<file path="src/rtl/order_frame_pkg.sv">
// rtl/order_frame_pkg.sv - shared order-frame format; frame grows to 20 bytes with ORDER_FRAME_TX_CHECKSUM_EN
package order_frame_pkg;

    localparam logic [7:0] START_BYTE_DEFAULT = 8'hF0;
    localparam logic [7:0] STOP_BYTE_DEFAULT  = 8'h0F;

    localparam int FRAME_LEN_STD  = 19;
    localparam int FRAME_LEN_CSUM = 20;
`ifdef ORDER_FRAME_TX_CHECKSUM_EN
    localparam int FRAME_LEN = FRAME_LEN_CSUM;
`else
    localparam int FRAME_LEN = FRAME_LEN_STD;
`endif

    localparam int NUM_DATA_BYTES = 17;
    localparam int REC_W          = 8 * NUM_DATA_BYTES;

    localparam logic [4:0] IDX_START     = 5'd0;
    localparam logic [4:0] IDX_ADDR      = 5'd1;
    localparam logic [4:0] IDX_BUYPRICE  = 5'd2;
    localparam logic [4:0] IDX_SELLPRICE = 5'd6;
    localparam logic [4:0] IDX_BUYVOL    = 5'd10;
    localparam logic [4:0] IDX_SELLVOL   = 5'd14;
    localparam logic [4:0] IDX_CSUM      = 5'd18;
    localparam logic [4:0] IDX_STOP      = 5'(FRAME_LEN - 1);
    localparam logic [4:0] IDX_LAST      = IDX_STOP;

    typedef enum logic [2:0] {
        ST_IDLE,
        ST_ISSUE,
        ST_WAIT,
        ST_GAP,
        ST_DONE
    } tx_state_t;

    // Field order matches wire order, so byte k (1..17) sits at bits [(17-k)*8 +: 8].
    typedef struct packed {
        logic [7:0]  addr;
        logic [31:0] buyprice;
        logic [31:0] sellprice;
        logic [31:0] buyvol;
        logic [31:0] sellvol;
    } order_rec_t;

endpackage

</file>
<file path="src/rtl/order_frame_tx_if.sv">
// rtl/order_frame_tx_if.sv - record-side and uart_tx-side signals of the frame transmitter
interface order_frame_tx_if;
    logic [7:0]  tx_addr;
    logic [31:0] tx_buyprice;
    logic [31:0] tx_sellprice;
    logic [31:0] tx_buyvol;
    logic [31:0] tx_sellvol;
    logic        tx_dv;
    logic        tx_ready;
    logic        tx_drop;
    logic        frame_done;
    logic        uart_tx_dv;
    logic [7:0]  uart_tx_data;
    logic        uart_tx_busy;
    logic        uart_tx_done;

    modport master (
        input  tx_addr, tx_buyprice, tx_sellprice, tx_buyvol, tx_sellvol, tx_dv,
        input  uart_tx_busy, uart_tx_done,
        output tx_ready, tx_drop, frame_done, uart_tx_dv, uart_tx_data
    );

    modport slave (
        output tx_addr, tx_buyprice, tx_sellprice, tx_buyvol, tx_sellvol, tx_dv,
        output uart_tx_busy, uart_tx_done,
        input  tx_ready, tx_drop, frame_done, uart_tx_dv, uart_tx_data
    );
endinterface

</file>
<file path="src/rtl/order_frame_byte_mux.sv">
// rtl/order_frame_byte_mux.sv - byte[idx] select from the shadow record; checksum byte under ORDER_FRAME_TX_CHECKSUM_EN
module order_frame_byte_mux
    import order_frame_pkg::*;
#(
    parameter logic [7:0] START_BYTE = START_BYTE_DEFAULT,
    parameter logic [7:0] STOP_BYTE  = STOP_BYTE_DEFAULT
) (
    input  order_rec_t rec,
    input  logic [4:0] idx,
    output logic [7:0] data
);

    logic [REC_W-1:0] flat;
    assign flat = rec;

`ifdef ORDER_FRAME_TX_CHECKSUM_EN
    logic [7:0] csum;

    always_comb begin
        csum = 8'h00;
        for (int k = 0; k < NUM_DATA_BYTES; k++) begin
            csum = csum ^ flat[k*8 +: 8];
        end
    end
`endif

    always_comb begin
        data = 8'h00;
        if (idx == IDX_START) begin
            data = START_BYTE;
        end
        for (int k = 1; k <= NUM_DATA_BYTES; k++) begin
            if (idx == 5'(k)) begin
                data = flat[(NUM_DATA_BYTES - k)*8 +: 8];
            end
        end
`ifdef ORDER_FRAME_TX_CHECKSUM_EN
        if (idx == IDX_CSUM) begin
            data = csum;
        end
`endif
        if (idx == IDX_STOP) begin
            data = STOP_BYTE;
        end
    end

endmodule

</file>
<file path="src/rtl/order_frame_tx.sv">
// rtl/order_frame_tx.sv - serializes one order record into a delimited frame over the uart_tx DV/done handshake
module order_frame_tx
    import order_frame_pkg::*;
#(
    parameter logic [7:0] START_BYTE = START_BYTE_DEFAULT,
    parameter logic [7:0] STOP_BYTE  = STOP_BYTE_DEFAULT,
    parameter int          GAP_CYCLES = 0
) (
    input  logic              clk,
    input  logic              reset_n,
    order_frame_tx_if.master  bus
);

    localparam logic [7:0] GAP_LAST = (GAP_CYCLES == 0) ? 8'd0 : 8'(GAP_CYCLES - 1);

    tx_state_t  state_q, state_d;
    logic [4:0] idx_q;
    logic [7:0] gap_q;
    logic       last_sent_q;
    order_rec_t rec_q;
    logic [7:0] cur_byte;

    logic accept, issue, wait_done, is_last;

    assign accept    = bus.tx_dv && (state_q == ST_IDLE);
    assign issue     = (state_q == ST_ISSUE) && !bus.uart_tx_busy;
    assign wait_done = (state_q == ST_WAIT) && bus.uart_tx_done;
    assign is_last   = (idx_q == IDX_LAST);

    order_frame_byte_mux #(
        .START_BYTE (START_BYTE),
        .STOP_BYTE  (STOP_BYTE)
    ) u_byte_mux (
        .rec  (rec_q),
        .idx  (idx_q),
        .data (cur_byte)
    );

    always_comb begin
        state_d = state_q;
        case (state_q)
            ST_IDLE:  if (accept) state_d = ST_ISSUE;
            ST_ISSUE: if (!bus.uart_tx_busy) state_d = ST_WAIT;
            ST_WAIT: begin
                if (bus.uart_tx_done) begin
                    if (GAP_CYCLES != 0) state_d = ST_GAP;
                    else if (is_last)    state_d = ST_DONE;
                    else                 state_d = ST_ISSUE;
                end
            end
            ST_GAP: begin
                if (gap_q == GAP_LAST) state_d = last_sent_q ? ST_DONE : ST_ISSUE;
            end
            ST_DONE:  state_d = ST_IDLE;
            default:  state_d = ST_IDLE;
        endcase
    end

    // last_sent_q remembers STOP went out, since the index saturates instead of passing the last slot.
    always_ff @(posedge clk) begin
        if (!reset_n) begin
            state_q     <= ST_IDLE;
            idx_q       <= 5'd0;
            gap_q       <= 8'd0;
            last_sent_q <= 1'b0;
            rec_q       <= '0;
        end else begin
            state_q <= state_d;
            if (accept) begin
                rec_q <= '{addr:      bus.tx_addr,
                           buyprice:  bus.tx_buyprice,
                           sellprice: bus.tx_sellprice,
                           buyvol:    bus.tx_buyvol,
                           sellvol:   bus.tx_sellvol};
                idx_q       <= 5'd0;
                last_sent_q <= 1'b0;
            end
            if (wait_done) begin
                if (is_last) last_sent_q <= 1'b1;
                else         idx_q       <= idx_q + 5'd1;
            end
            if (state_q == ST_GAP && gap_q != GAP_LAST) gap_q <= gap_q + 8'd1;
            else                                        gap_q <= 8'd0;
        end
    end

    assign bus.tx_ready     = (state_q == ST_IDLE);
    assign bus.tx_drop      = bus.tx_dv && (state_q != ST_IDLE);
    assign bus.frame_done   = (state_q == ST_DONE);
    assign bus.uart_tx_dv   = issue;
    assign bus.uart_tx_data = issue ? cur_byte : 8'h00;

endmodule

</file>
<file path="src/flat_wrapper.sv">
// flat-port wrapper written by rule: the top's interface ports become plain ports
module order_frame_tx_flat import order_frame_pkg::*;
#(
    parameter logic [7:0] START_BYTE = START_BYTE_DEFAULT,
    parameter logic [7:0] STOP_BYTE  = STOP_BYTE_DEFAULT,
    parameter int          GAP_CYCLES = 0
)
  (clk, reset_n, bus_tx_addr, bus_tx_buyprice, bus_tx_sellprice, bus_tx_buyvol, bus_tx_sellvol, bus_tx_dv, bus_uart_tx_busy, bus_uart_tx_done, bus_tx_ready, bus_tx_drop, bus_frame_done, bus_uart_tx_dv, bus_uart_tx_data);
  order_frame_tx_if bus_i ();
  input  logic clk;
  input  logic reset_n;
  input wire logic [$bits(bus_i.tx_addr)-1:0] bus_tx_addr;
  input wire logic [$bits(bus_i.tx_buyprice)-1:0] bus_tx_buyprice;
  input wire logic [$bits(bus_i.tx_sellprice)-1:0] bus_tx_sellprice;
  input wire logic [$bits(bus_i.tx_buyvol)-1:0] bus_tx_buyvol;
  input wire logic [$bits(bus_i.tx_sellvol)-1:0] bus_tx_sellvol;
  input wire logic [$bits(bus_i.tx_dv)-1:0] bus_tx_dv;
  input wire logic [$bits(bus_i.uart_tx_busy)-1:0] bus_uart_tx_busy;
  input wire logic [$bits(bus_i.uart_tx_done)-1:0] bus_uart_tx_done;
  output wire logic [$bits(bus_i.tx_ready)-1:0] bus_tx_ready;
  output wire logic [$bits(bus_i.tx_drop)-1:0] bus_tx_drop;
  output wire logic [$bits(bus_i.frame_done)-1:0] bus_frame_done;
  output wire logic [$bits(bus_i.uart_tx_dv)-1:0] bus_uart_tx_dv;
  output wire logic [$bits(bus_i.uart_tx_data)-1:0] bus_uart_tx_data;
  assign bus_i.tx_addr = bus_tx_addr;
  assign bus_i.tx_buyprice = bus_tx_buyprice;
  assign bus_i.tx_sellprice = bus_tx_sellprice;
  assign bus_i.tx_buyvol = bus_tx_buyvol;
  assign bus_i.tx_sellvol = bus_tx_sellvol;
  assign bus_i.tx_dv = bus_tx_dv;
  assign bus_i.uart_tx_busy = bus_uart_tx_busy;
  assign bus_i.uart_tx_done = bus_uart_tx_done;
  assign bus_tx_ready = bus_i.tx_ready;
  assign bus_tx_drop = bus_i.tx_drop;
  assign bus_frame_done = bus_i.frame_done;
  assign bus_uart_tx_dv = bus_i.uart_tx_dv;
  assign bus_uart_tx_data = bus_i.uart_tx_data;
  order_frame_tx #(.START_BYTE(START_BYTE), .STOP_BYTE(STOP_BYTE), .GAP_CYCLES(GAP_CYCLES)) u_core (.clk(clk), .reset_n(reset_n), .bus(bus_i));
endmodule
</file>
<file path="config.mk">
export PLATFORM = sky130hd
export DESIGN_NAME = order_frame_tx_flat
export DESIGN_NICKNAME = d
export VERILOG_FILES = /design/src/rtl/order_frame_pkg.sv /design/src/rtl/order_frame_tx_if.sv /design/src/rtl/order_frame_byte_mux.sv /design/src/rtl/order_frame_tx.sv /design/src/flat_wrapper.sv
export SDC_FILE = /design/constraint.sdc
export NUM_CORES = 1
export LEC_CHECK = 0
export BUFFER_PORTS_ARGS = -buffer_cell sky130_fd_sc_hd__buf_2
export CAP_MARGIN = 20
export CORE_MARGIN = 3
export CORE_UTILIZATION = 45
export CTS_BUF_LIST = sky130_fd_sc_hd__clkbuf_4
export CTS_CLUSTER_SIZE = 24
export DETAILED_ROUTE_END_ITERATION = 10
export PLACE_DENSITY = 0.67
export SYNTH_ARGS = -nofsm -noshare
export SYNTH_HDL_FRONTEND = slang
export SYNTH_SLANG_ARGS = --single-unit
</file>
<file path="constraint.sdc">
create_clock -name clk -period 5.4 [get_ports clk]
set_clock_uncertainty 0.1 [all_clocks]
set_input_delay 0 -clock clk [delete_from_list [all_inputs] [get_ports clk]]
set_output_delay 0 -clock clk [all_outputs]
set_load 0.02 [all_outputs]
</file>
==> results by group, run 1 <==
Yosys
  – Mapped Cells: 1012
  – Yosys top cell area share: 39.9%
  – Top FF cell, synth: dfxtp_1
  – Synth cell types: 75
  – FFs w/ async S/R, synth: 0%
  – Synth area leaders: dfxtp_1 (40%), nand2_1 (15%), a21boi_0 (9.5%)
  – Post-Syn Area: 0.00768 sq mm
  – Yosys top cell by area: dfxtp_1
  – Register area share after synthesis: 39.9%
  – Syn avg cell area: 7.59 sq um
  – Post-synth EDFFs: 0
  – Seq cells post-synth: 153
  – Post-synth net total: 1160
  – Yosys warnings: 0

Hold path
  – Hold Crit Depth: 4
  – Hold Crit Start: bus_tx_dv
  – Worst Hold Endpoint: u_core.rec_q[2]$_SDFFE_PN0P_
  – Hold Crit Class: in -> reg

Setup path
  – CP max stage cell: nor4_4
  – Slowest Stage Delay on Critical Path: 660 ps
  – Reg2reg path depth: 6
  – Setup crit end kind: output port
  – Setup Crit Path Kind: reg -> out
  – Crit-path cells: ha_1 > buf_4 > inv_1 > nor4_4 > nor2_2 > a221o_1 > a2111oi_2 > a211oi_1 > buf_2
  – Worst Path Required: 5300 ps
  – Critical path buffers and inverters: 3
  – WP data arrival: 3750 ps
  – Top delay family on crit path: buffers and inverters
  – R2R setup slack: 2020 ps
  – Startpoint Class: flip-flop
  – Peak fanout along the critical path: 42
  – Reg2reg end: u_core.rec_q[90]$_SDFFE_PN0P_
  – Reg2reg start: u_core.state_q[0]$_SDFFE_PN0P_

Die
  – Die H: 137 microns
  – Number of I/O pins: 153
  – Die ar.: 0.0187 sq mm
  – Core area: 0.0166 sq mm
  – Row Count: 47
  – Die Wd: 137 microns
  – Starting Density: 46.2%

Route
  – Final wirelength: 25400 microns
  – Via Count: 8271
  – Wire per inst: 16.5 microns
  – ANT nets after route: 0
  – DRC violations left: 0
  – Vias/cell: 5.37
  – DR iter-0 viols: 858
  – DR pass1 iterations: 5

Outcome
  – Status: completed

Power
  – Switching Fraction: 29.0%
  – Lkg Pwr: 4.34 nW
  – Pwr Total: 2.39 mW
  – Max VDD drop: 0.000180 V
  – Gate power share: 17.6%
  – Sw power: 0.693 mW
  – PD cells: 224 mW/mm^2
  – Sequential share of power: 52.9%
  – Clock network power share: 29.5%
  – Internal Power: 1.70 mW

Global routing
  – Vias in the first global route: 7999
  – Gr ovfl total: 0
  – Gr usage total: 27.6%
  – Largest net degree at the start of global routing: 91
  – Wire length of the first global-routing pass: 40500 microns
  – Initial antenna violation count: 1

CTS
  – Num CTS Buffers: 17
  – CTS tree: yes
  – H-tree levels: 4
  – Clock Latency Late Sink: 580 ps
  – CTS sink count: 153
  – Clock Tree Root: clkbuf_4
  – Post-CTS setup buffer count: 0
  – Clock Path Buffers: 2
  – Clock transition at the registers of the reported paths: 130 ps

Timing
  – Fin crit period: 3850 ps
  – Final setup TNS: 0 ps
  – Final Hold Viols: 0
  – RSZ-0062 raised after global routing: no
  – Least-Margin Pin Slew: 1010 ps
  – # setup viols final: 0
  – Period utilization: 71.3%
  – Rel. slew slack: 32.4%
  – Max Clk Rate: 260 MHz
  – Slew Viols, Final: 0

Place
  – I/O Buffers: 152
  – Dpl cell area: 0.00844 sq mm
  – Placed cells: 1309
  – Gpl congestion: 0.946
  – Post-DP HPWL: 15600 microns

Layout
  – Non-Filler Instances: 1539
  – Commonest non-fill, non-tap cells in the layout: nand2_1 (308), dlygate4sd3_1 (198), dfxtp_1 (153), buf_2 (151), a21boi_0 (97)
  – Share of cells above drive strength 1: 15.1%
  – Synthesis-to-finish area growth: 39.1%
  – Most common cell after layout, fill and taps aside: nand2_1
  – Post-route cell area: 0.0107 sq mm
  – Final Util: 64.2%
  – NumNets Final: 1454

Job
  – # Max-Cap Violations: 0
-- worst min-delay path: stages --
cell	delay (ps)
buf_2	130
and2_4	370
nand2_1	170
a21boi_0	70
-- kinds of logic (layout without fill, tap and decap cells) --
logic type / Yosys count / after routing / synth area share (%)
AO/OA/AOI/OAI: 297 / 297 / 27.0
XOR/XNOR: 8 / 8 / 0.912
adder cells (fa/ha/maj): 7 / 7 / 1.14
buffers and inverters: 100 / 406 / 5.39
flip-flops: 153 / 153 / 39.9
other: 0 / 1 / 0
AND/OR/NAND/NOR: 447 / 447 / 25.7
-- sequential cells by signal, summed over array words and instances (netlist names) --
| signal | flops |
|---|---|
| u_core.rec_q | 136 |
| u_core.idx_q | 5 |
| u_core.gap_q | 8 |
| u_core.last_sent_q | 1 |
| u_core.state_q | 3 |
-- stage by stage --
stage	hold slack, ps	setup WS, ps
CTS	78.7	1580
finish	117	1550
global placement	146	2310
detailed placement	150	2230
floorplan	34.8	2310
global route	91.2	1290
-- layer usage --
| layer | global-route usage [%] | wire (microns) | share of wire, % | vias up |
|---|---|---|---|---|
| met5 | 0 | 0 | 0 | - |
| met4 | 11.9 | 905 | 3.6 | 0 |
| met3 | 5.22 | 1530 | 6.0 | 66 |
| met2 | 42.5 | 11600 | 46 | 344 |
| met1 | 37.8 | 11400 | 45 | 3795 |
| li1 | - | - | - | 4066 |
-- cell usage after synthesis, types with 8 or more instances --
| master | n |
|---|---|
| a211oi_1 | 8 |
| a21boi_0 | 97 |
| a21boi_1 | 41 |
| a21oi_1 | 46 |
| buf_2 | 19 |
| clkbuf_1 | 55 |
| dfxtp_1 | 153 |
| inv_1 | 17 |
| nand2_1 | 309 |
| nand2b_1 | 9 |
| nand3_1 | 15 |
| nor2_1 | 37 |
| nor2b_1 | 12 |
| nor3_1 | 17 |
| o21ai_0 | 27 |
| o22ai_1 | 11 |
-- final cells by class --
type                       count  area [sq um]
antenna                        1          2.50
clock buffer                  18           135
clock inverter                13           129
fill                        1450          5960
inverter                      18          67.6
multi-input combinational    759          4220
sequential                   153          3060
tap                          220           275
timing repair buffer         357          2800
-- how the worst max path moves through the flow --
stage	from	end	slack (ps)	cells after the start
floorplan	u_core.idx_q[0]$_SDFF_PN0_	bus_uart_tx_data[1]	2310	12
global placement	u_core.idx_q[0]$_SDFF_PN0_	bus_uart_tx_data[0]	2310	9
detailed placement	u_core.idx_q[0]$_SDFF_PN0_	bus_uart_tx_data[0]	2230	9
CTS	u_core.idx_q[0]$_SDFF_PN0_	bus_uart_tx_data[0]	1580	9
global route	u_core.idx_q[1]$_SDFF_PN0_	bus_uart_tx_data[0]	1290	10
finish	u_core.idx_q[0]$_SDFF_PN0_	bus_uart_tx_data[0]	1550	9
-- what timing repair did --
item,4_1_cts,5_1_grt
setup endpoints to repair,0,0
hold buffers,198,0
hold endpoints to repair,143,0
resized for setup,0,0
-- power groups by stage --
stage          sequential (mW)  combinational [mW]  clock [mW]
2_1_floorplan             1.26               0.199           0
3_3_place_gp              1.28               0.287           0
3_5_place_dp              1.28               0.291           0
4_1_cts                   1.26               0.410       0.710
5_1_grt                   1.27               0.467       0.764
6_report                  1.26               0.421       0.706
Power figures use the tool's default switching activity.
==> inputs of run 2 (changes only) <==
--- a/config.mk
+++ b/config.mk
@@ -12,7 +12,7 @@
 export CTS_BUF_LIST = sky130_fd_sc_hd__clkbuf_4
 export CTS_CLUSTER_SIZE = 24
 export DETAILED_ROUTE_END_ITERATION = 10
-export PLACE_DENSITY = 0.67
+export PLACE_DENSITY = 0.7
 export SYNTH_ARGS = -nofsm -noshare
 export SYNTH_HDL_FRONTEND = slang
 export SYNTH_SLANG_ARGS = --single-unit
==> constraint.sdc (replaced) <==
create_clock -name clk -period 3.3 [get_ports clk]
set_clock_uncertainty 0.1 [all_clocks]
set_input_delay 0 -clock clk [delete_from_list [all_inputs] [get_ports clk]]
set_output_delay 0 -clock clk [all_outputs]
set_load 0.02 [all_outputs]
==> results by group, run 2 <==
Yosys
  – Synth area leaders: dfxtp_1 (40%), nand2_1 (15%), a21boi_0 (9.5%)
  – Seq cells post-synth: 153 (unchanged)
  – Post-Syn Area: 0.00768 sq mm (unchanged)
  – Yosys top cell by area: dfxtp_1
  – Count leader, synth: nand2_1
  – FFs w/ async S/R, synth: 0% (unchanged)
  – Yosys warnings: 0 (unchanged)
  – Post-synth EDFFs: 0 (unchanged)
  – Register area share after synthesis: 39.9% (unchanged)
  – Top FF cell, synth: dfxtp_1
  – Yosys top cell area share: 39.9% (unchanged)
  – Mapped Cells: 1012 (unchanged)
  – Syn avg cell area: 7.59 sq um (unchanged)
  – Commonest cells post-synth: nand2_1 (309), dfxtp_1 (153), a21boi_0 (97)
  – Post-synth net total: 1160 (unchanged)
  – Synth cell types: 75 (unchanged)

Outcome
  – Status: stopped before the end
  – Stopped at: clock tree synthesis
  – First error message: [ERROR RSZ-0060] Max buffer count reached.

Place
  – Pre-CTS setup slack: 617 ps (-1610 ps)
  – I/O Buffers: 152 (unchanged)
  – Post-DP HPWL: 16300 microns (+4.5%)
  – Gpl congestion: 1.02 (+7.4%)

CTS
  – H-tree levels: 4 (unchanged)
  – Clock Path Buffers: 2 (unchanged)
  – Num CTS Buffers: 17 (unchanged)
  – Post-CTS setup buffer count: 2 (+2)
  – CTS sink count: 153 (unchanged)
  – Cts repair resizes: 3 (+3)
  – Clock Tree Root: clkbuf_4
  – CTS Hold Bufs: 273 (+38%)

Die
  – Row Count: 47 (unchanged)
  – Number of I/O pins: 153 (unchanged)
  – Die Wd: 137 microns (unchanged)
  – Starting Density: 46.2% (unchanged)
  – Die H: 137 microns (unchanged)
## run 2: cell counts after synthesis
No cell type changed its count.
## run 2: per-stage QoR
step / area [sq um] / utilization (%) / instances / hold slack (ps)
detailed placement: 8560 / 51.4 / 1320 / 152
global placement: 8560 / 51.4 / 1320 / 146
floorplan: 7680 / - / 1012 / 34.8
## run 2: kinds of logic after synthesis
group	after synthesis	share of synthesized area, %
xor+xnor	8	0.912
compound gates	297	27.0
flops	153	39.9
buf+inv	100	5.39
fa+ha+maj	7	1.14
simple gates	447	25.7
==> inputs of run 3 (changes only) <==
--- a/config.mk
+++ b/config.mk
@@ -8,11 +8,9 @@
 export BUFFER_PORTS_ARGS = -buffer_cell sky130_fd_sc_hd__buf_2
 export CAP_MARGIN = 20
 export CORE_MARGIN = 3
-export CORE_UTILIZATION = 45
-export CTS_BUF_LIST = sky130_fd_sc_hd__clkbuf_4
-export CTS_CLUSTER_SIZE = 24
+export CORE_UTILIZATION = 30
 export DETAILED_ROUTE_END_ITERATION = 10
-export PLACE_DENSITY = 0.7
+export PLACE_DENSITY_LB_ADDON = 0.15
 export SYNTH_ARGS = -nofsm -noshare
 export SYNTH_HDL_FRONTEND = slang
 export SYNTH_SLANG_ARGS = --single-unit
==> constraint.sdc (replaced) <==
create_clock -name clk -period 4.29 [get_ports clk]
set_clock_uncertainty 0.1 [all_clocks]
set_input_delay 0 -clock clk [delete_from_list [all_inputs] [get_ports clk]]
set_output_delay 0 -clock clk [all_outputs]
set_load 0.02 [all_outputs]
==> results by group, run 3 (synthesis results as in run 1) <==
Timing
  – # setup viols final: 0
  – Period utilization: 83.4%
  – Fin crit period: 3580 ps
  – RSZ-0062 raised after global routing: no
  – Least-Margin Pin Slew: 1090 ps
  – Max Clk Rate: 280 MHz
  – Rel. slew slack: 27.2%
  – Final Hold Viols: 1
  – Hold Slack: -10.0 ps
  – Final setup TNS: 0 ps
  – Slew Viols, Final: 0

Power
  – Switching Fraction: 26.5%
  – Lkg Pwr: 4.14 nW
  – Max VDD drop: 0.000209 V
  – Internal Power: 2.64 mW
  – Sw power: 0.951 mW
  – Gate power share: 13.1%
  – Clock network power share: 42.5%
  – Sequential share of power: 44.3%
  – PD cells: 339 mW/mm^2

Route
  – Vias/cell: 4.89
  – Final wirelength: 26100 microns
  – Via Count: 7754
  – ANT nets after route: 0
  – DR pass1 iterations: 5
  – Wire per inst: 16.4 microns
  – DRC violations left: 0
  – DR iter-0 viols: 541

CTS
  – Clock transition at the registers of the reported paths: 60 ps
  – CTS tree: yes
  – Post-CTS setup buffer count: 0 (-2)
  – Clock Latency Late Sink: 430 ps
  – CTS sink count: 153 (unchanged)
  – Cts repair resizes: 0 (-3)
  – Clock Tree Root: clkbuf_16
  – Num CTS Buffers: 17 (unchanged)
  – H-tree levels: 4 (unchanged)
  – Clock Path Buffers: 2 (unchanged)

Layout
  – Most common cell after layout, fill and taps aside: nand2_1
  – Footprint of the multi-input gates: 0.00422 sq mm
  – Commonest non-fill, non-tap cells in the layout: nand2_1 (308), dfxtp_1 (153), buf_2 (151), dlygate4sd3_1 (138), a21boi_0 (97)
  – Share of cells above drive strength 1: 16.2%
  – Filler cells: 2528
  – Synthesis-to-finish area growth: 38.1%
  – Register area: 0.00306 sq mm
  – Largest regs: u_core.rec_q (136), u_core.gap_q (8), u_core.idx_q (5)
  – NumNets Final: 1398
  – Top reg by flops: u_core.rec_q
  – Max reg flops: 136
  – Non-Filler Instances: 1587
  – # diodes: 0

Setup path
  – Reg2reg start: u_core.state_q[0]$_SDFFE_PN0P_
  – Worst Path Required: 4190 ps
  – CP max stage cell: ha_1
  – Reg2reg path depth: 5
  – WP data arrival: 3480 ps
  – Startpoint Class: flip-flop
  – Crit path launch: u_core.idx_q[0]$_SDFF_PN0_
  – Slowest Stage Delay on Critical Path: 880 ps
  – Setup crit end kind: output port
  – Setup Crit Path Kind: reg -> out
  – R2R setup slack: 1890 ps
  – Worst Setup EP: bus_uart_tx_data[4]
  – Peak fanout along the critical path: 29
  – Reg2reg end: u_core.rec_q[80]$_SDFFE_PN0P_
  – Crit-path cells: inv_1 > ha_1 > nand3_1 > nor2_2 > a221o_1 > a221oi_1 > a311oi_1 > buf_2

Global routing
  – Largest net degree at the start of global routing: 88
  – Gr ovfl total: 0
  – Vias in the first global route: 7574
  – Wire length of the first global-routing pass: 42000 microns
  – Gr usage total: 18.9%
  – Initial antenna violation count: 0

Die
  – Row Count: 57 (+21%)
  – Number of I/O pins: 153 (unchanged)
  – Die H: 166 microns (+21%)
  – Die Wd: 166 microns (+21%)
  – Starting Density: 31.0% (-15 points)
  – Core area: 0.0247 sq mm
  – Die ar.: 0.0276 sq mm

Place
  – Gpl congestion: 0.918 (-9.6%)
  – Post-DP HPWL: 18300 microns (+12%)
  – I/O Buffers: 152 (unchanged)
  – Placed cells: 1416 (+7.3%)

Job
  – # Max-Cap Violations: 0

Hold path
  – Hold Crit Class: in -> reg

Outcome
  – Status: complete, but fails checks
  – Failing checks: negative hold slack
-- run 3: timing repair --
action / CTS / global route
hold endpoints to repair: 139 / 0
setup endpoints to repair: 0 / 0
hold buffers: 138 / 0
-- run 3: through the flow --
stage,util [%],hold slack [ps],power (mW),area (sq um),worst slack (ps)
2_1_floorplan,-,34.8,1.83,7680,1200
3_3_place_gp,34.8,150,2.00,8600,1200
3_5_place_dp,34.8,147,2.00,8600,1130
4_1_cts,42.8,8.46,3.64,10600,662
5_1_grt,42.9,67.0,3.77,10600,511
6_report,42.9,-10.0,3.59,10600,713
-- run 3: routing by layer --
metal	wire, microns	global-route usage, %
met1	13200	27.9
met2	11300	28.5
met3	1110	3.09
met4	489	5.39
met5	0	0
-- run 3: area by class of cell --
cell class                      instances  share of cell area, %
Clock buffer                           20                   4.31
Clock inverter                         12                   1.32
Inverter                               18                  0.637
Multi-Input combinational cell        759                   39.7
Sequential cell                       153                   28.9
Tap cell                              324                   3.82
Timing Repair Buffer                  301                   21.3
-- run 3: how the worst min path moves through the flow --
stage | cells after the start | slack [ps] | start | to
finish | 3 | -10 | reset_n | u_core.state_q[2]$_SDFFE_PN0P_
global placement | 3 | 150 | bus_tx_buyprice[12] | u_core.rec_q[108]$_SDFFE_PN0P_
floorplan | 2 | 30 | bus_tx_addr[3] | u_core.rec_q[131]$_SDFFE_PN0P_
detailed placement | 3 | 150 | bus_tx_buyprice[12] | u_core.rec_q[108]$_SDFFE_PN0P_
CTS | 3 | 8 | reset_n | u_core.state_q[2]$_SDFFE_PN0P_
global route | 3 | 70 | reset_n | u_core.state_q[2]$_SDFFE_PN0P_
-- run 3: power groups by stage --
stage | Combinational [mW] | Clock, mW | Sequential (mW)
floorplan | 0.251 | 0 | 1.58
global placement | 0.377 | 0 | 1.62
detailed placement | 0.380 | 0 | 1.62
CTS | 0.476 | 1.57 | 1.59
global route | 0.537 | 1.63 | 1.60
finish | 0.472 | 1.53 | 1.59
-- run 3: worst max-delay path, delay by kind of cell (launching register included) --
family / cells / cell delay (ps)
AO/OA/AOI/OAI: 3 / 700
buffers and inverters: 2 / 330
flip-flops: 1 / 360
adder cells (fa/ha/maj): 1 / 880
AND/OR/NAND/NOR: 2 / 770
==> inputs of run 4 (changes only) <==
==> constraint.sdc (replaced) <==
create_clock -name clk -period 3.55 [get_ports clk]
set_clock_uncertainty 0.1 [all_clocks]
set_input_delay 0 -clock clk [delete_from_list [all_inputs] [get_ports clk]]
set_output_delay 0 -clock clk [all_outputs]
set_load 0.02 [all_outputs]
==> results by group, run 4 (synthesis results as in run 1) <==
Timing
  – RSZ-0062 raised after global routing: no
  – Max Clk Rate: 304 MHz
  – Rel. slew slack: 34.4% (+7.2 points)
  – Least-Margin Pin Slew: 983 ps (-108 ps)
  – # setup viols final: 0 (unchanged)
  – Period utilization: 92.7%
  – Setup ws final: 259 ps (-454 ps)
  – Slew Viols, Final: 0 (unchanged)
  – Fin crit period: 3290 ps
  – Final Hold Viols: 0 (-1)
  – Final setup TNS: 0 ps (unchanged)

CTS
  – H-tree levels: 4 (unchanged)
  – Num CTS Buffers: 17 (unchanged)
  – CTS sink count: 153 (unchanged)
  – Clock transition at the registers of the reported paths: 70 ps (about the same)
  – Clock Tree Root: clkbuf_16
  – CTS tree: yes
  – Clock Latency Late Sink: 430 ps (about the same)
  – Clock Path Buffers: 2 (unchanged)

Die
  – Number of I/O pins: 153 (unchanged)
  – Core area: 0.0247 sq mm (unchanged)
  – Row Count: 57 (unchanged)
  – Die Wd: 166 microns (unchanged)
  – Die ar.: 0.0276 sq mm (unchanged)
  – Die H: 166 microns (unchanged)
  – Starting Density: 31.0% (unchanged)

Layout
  – Most common cell after layout, fill and taps aside: nand2_1
  – Share of cells above drive strength 1: 16.6% (+0.49 points)
  – Post-route cell area: 0.0107 sq mm (+0.44%)
  – Final Util: 43.1% (+0.19 points)
  – Max reg flops: 136 (unchanged)
  – NumNets Final: 1403 (+0.36%)
  – Top reg by flops: u_core.rec_q
  – Largest regs: u_core.rec_q (136), u_core.gap_q (8), u_core.idx_q (5)
  – Synthesis-to-finish area growth: 38.7%
  – # diodes: 0 (unchanged)
  – Commonest non-fill, non-tap cells in the layout: nand2_1 (308), dfxtp_1 (153), buf_2 (151), dlygate4sd3_1 (138), a21boi_0 (97)
  – Non-Filler Instances: 1592 (+0.32%)

Place
  – Placed cells: 1422 (+0.42%)
  – I/O Buffers: 152 (unchanged)
  – Gpl congestion: 0.897 (-2.3%)
  – Dpl cell area: 0.00866 sq mm (+0.67%)
  – Pre-CTS setup slack: 693 ps (-440 ps)
  – Post-DP HPWL: 18300 microns (+0.28%)

Setup path
  – Reg2reg start: u_core.state_q[0]$_SDFFE_PN0P_
  – Worst Path Required: 3450 ps (-740 ps)
  – Worst Setup EP: bus_uart_tx_data[2]
  – Setup Crit Path Kind: reg -> out
  – Slowest Stage Delay on Critical Path: 450 ps (-430 ps)
  – CP max stage cell: ha_1
  – Crit-path cells: inv_1 > ha_1 > buf_4 > nand2b_1 > o221ai_1 > a211o_1 > a41oi_1 > o21ai_1 > a21oi_1 > buf_2
  – Reg2reg end: u_core.rec_q[66]$_SDFFE_PN0P_
  – Top delay family on crit path: compound AO/OA/AOI/OAI gates
  – Setup crit end kind: output port
  – Peak fanout along the critical path: 17 (-41%)
  – WP depth: 10 (+2)
  – Critical path buffers and inverters: 3 (+1)
  – R2R setup slack: 1320 ps (-570 ps)
  – Crit path launch: u_core.idx_q[0]$_SDFF_PN0_
  – Startpoint Class: flip-flop
  – WP data arrival: 3190 ps (-290 ps)
  – Reg2reg path depth: 5 (unchanged)

Route
  – Vias/cell: 4.89 (about the same)
  – ANT nets after route: 0 (unchanged)
  – DR iter-0 viols: 616 (+14%)
  – Via Count: 7777 (+0.30%)
  – DR pass1 iterations: 5 (unchanged)
  – DRC violations left: 0 (unchanged)
  – Wire per inst: 16.5 microns (+0.58%)
  – Final wirelength: 26300 microns (+0.90%)

Outcome
  – Status: completed

Global routing
  – Initial antenna violation count: 0 (unchanged)
  – Wire length of the first global-routing pass: 41900 microns (-0.31%)
  – Gr usage total: 19.0% (+0.061 points)
  – Gr ovfl total: 0 (unchanged)
  – Largest net degree at the start of global routing: 137 (+56%)
  – Vias in the first global route: 7753 (+2.4%)

Power
  – PD cells: 412 mW/mm^2 (+22%)
  – Lkg Pwr: 4.17 nW (+0.78%)
  – Max VDD drop: 0.000283 V (+36%)

Job
  – # Max-Cap Violations: 0 (unchanged)

Hold path
  – Hold Crit Class: in -> reg
run 4: cell types whose count changed in the layout (fill, tap and decap cells not counted), sizes merged:
| cell | previous run | this run |
|---|---|---|
| bufinv | 2 | 3 |
| clkbuf | 20 | 18 |
| clkinv | 5 | 6 |
| buf | 163 | 168 |
run 4: layout make-up:
cell class | instances | area [sq um]
Sequential cell | 153 | 3060
Fill cell | 2482 | 14100
Multi-Input combinational cell | 759 | 4220
Tap cell | 324 | 405
Inverter | 18 | 67.6
Timing Repair Buffer | 306 | 2290
Clock buffer | 18 | 439
Clock inverter | 14 | 171
run 4: power by group:
group          internal, mW  switching, mW
sequential             1.83         0.0925
clock                  1.13          0.766
combinational         0.284          0.292
total                  3.24           1.15
run 4: tightest hold or removal path, delay by kind of cell:
family          cells  cell delay (ps)
compound gates      1               80
buf+inv             1              120
simple gates        2              320
run 4: repair_timing:
item	in CTS	in global routing
hold endpoints to repair	139	0
setup endpoints to repair	0	1
resized for setup	0	1
setup buffers	0	0
hold buffers	138	0
run 4: layer usage:
metal | GRT usage (%) | up-vias | wire length (microns)
met5 | 0 | - | 0
met4 | 5.50 | 0 | 444
met3 | 3.57 | 31 | 1250
met2 | 29.2 | 211 | 11500
met1 | 27.1 | 3581 | 13100
li1 | - | 3954 | -
run 4: worst min-delay path by stage:
stage,from,depth (start not counted),end
finish,bus_tx_dv,4,u_core.state_q[0]$_SDFFE_PN0P_
global route,bus_tx_dv,4,u_core.state_q[0]$_SDFFE_PN0P_
CTS,bus_tx_dv,4,u_core.state_q[0]$_SDFFE_PN0P_
detailed placement,bus_tx_buyprice[22],3,u_core.rec_q[118]$_SDFFE_PN0P_
global placement,bus_tx_addr[5],3,u_core.rec_q[133]$_SDFFE_PN0P_
floorplan,bus_tx_addr[3],2,u_core.rec_q[131]$_SDFFE_PN0P_
run 4: per-stage QoR:
stage	hold WS [ps]	power (mW)
detailed placement	149	2.43
CTS	30.5	4.43
global route	104	4.58
finish	48.3	4.39
floorplan	34.8	2.22
global placement	149	2.42
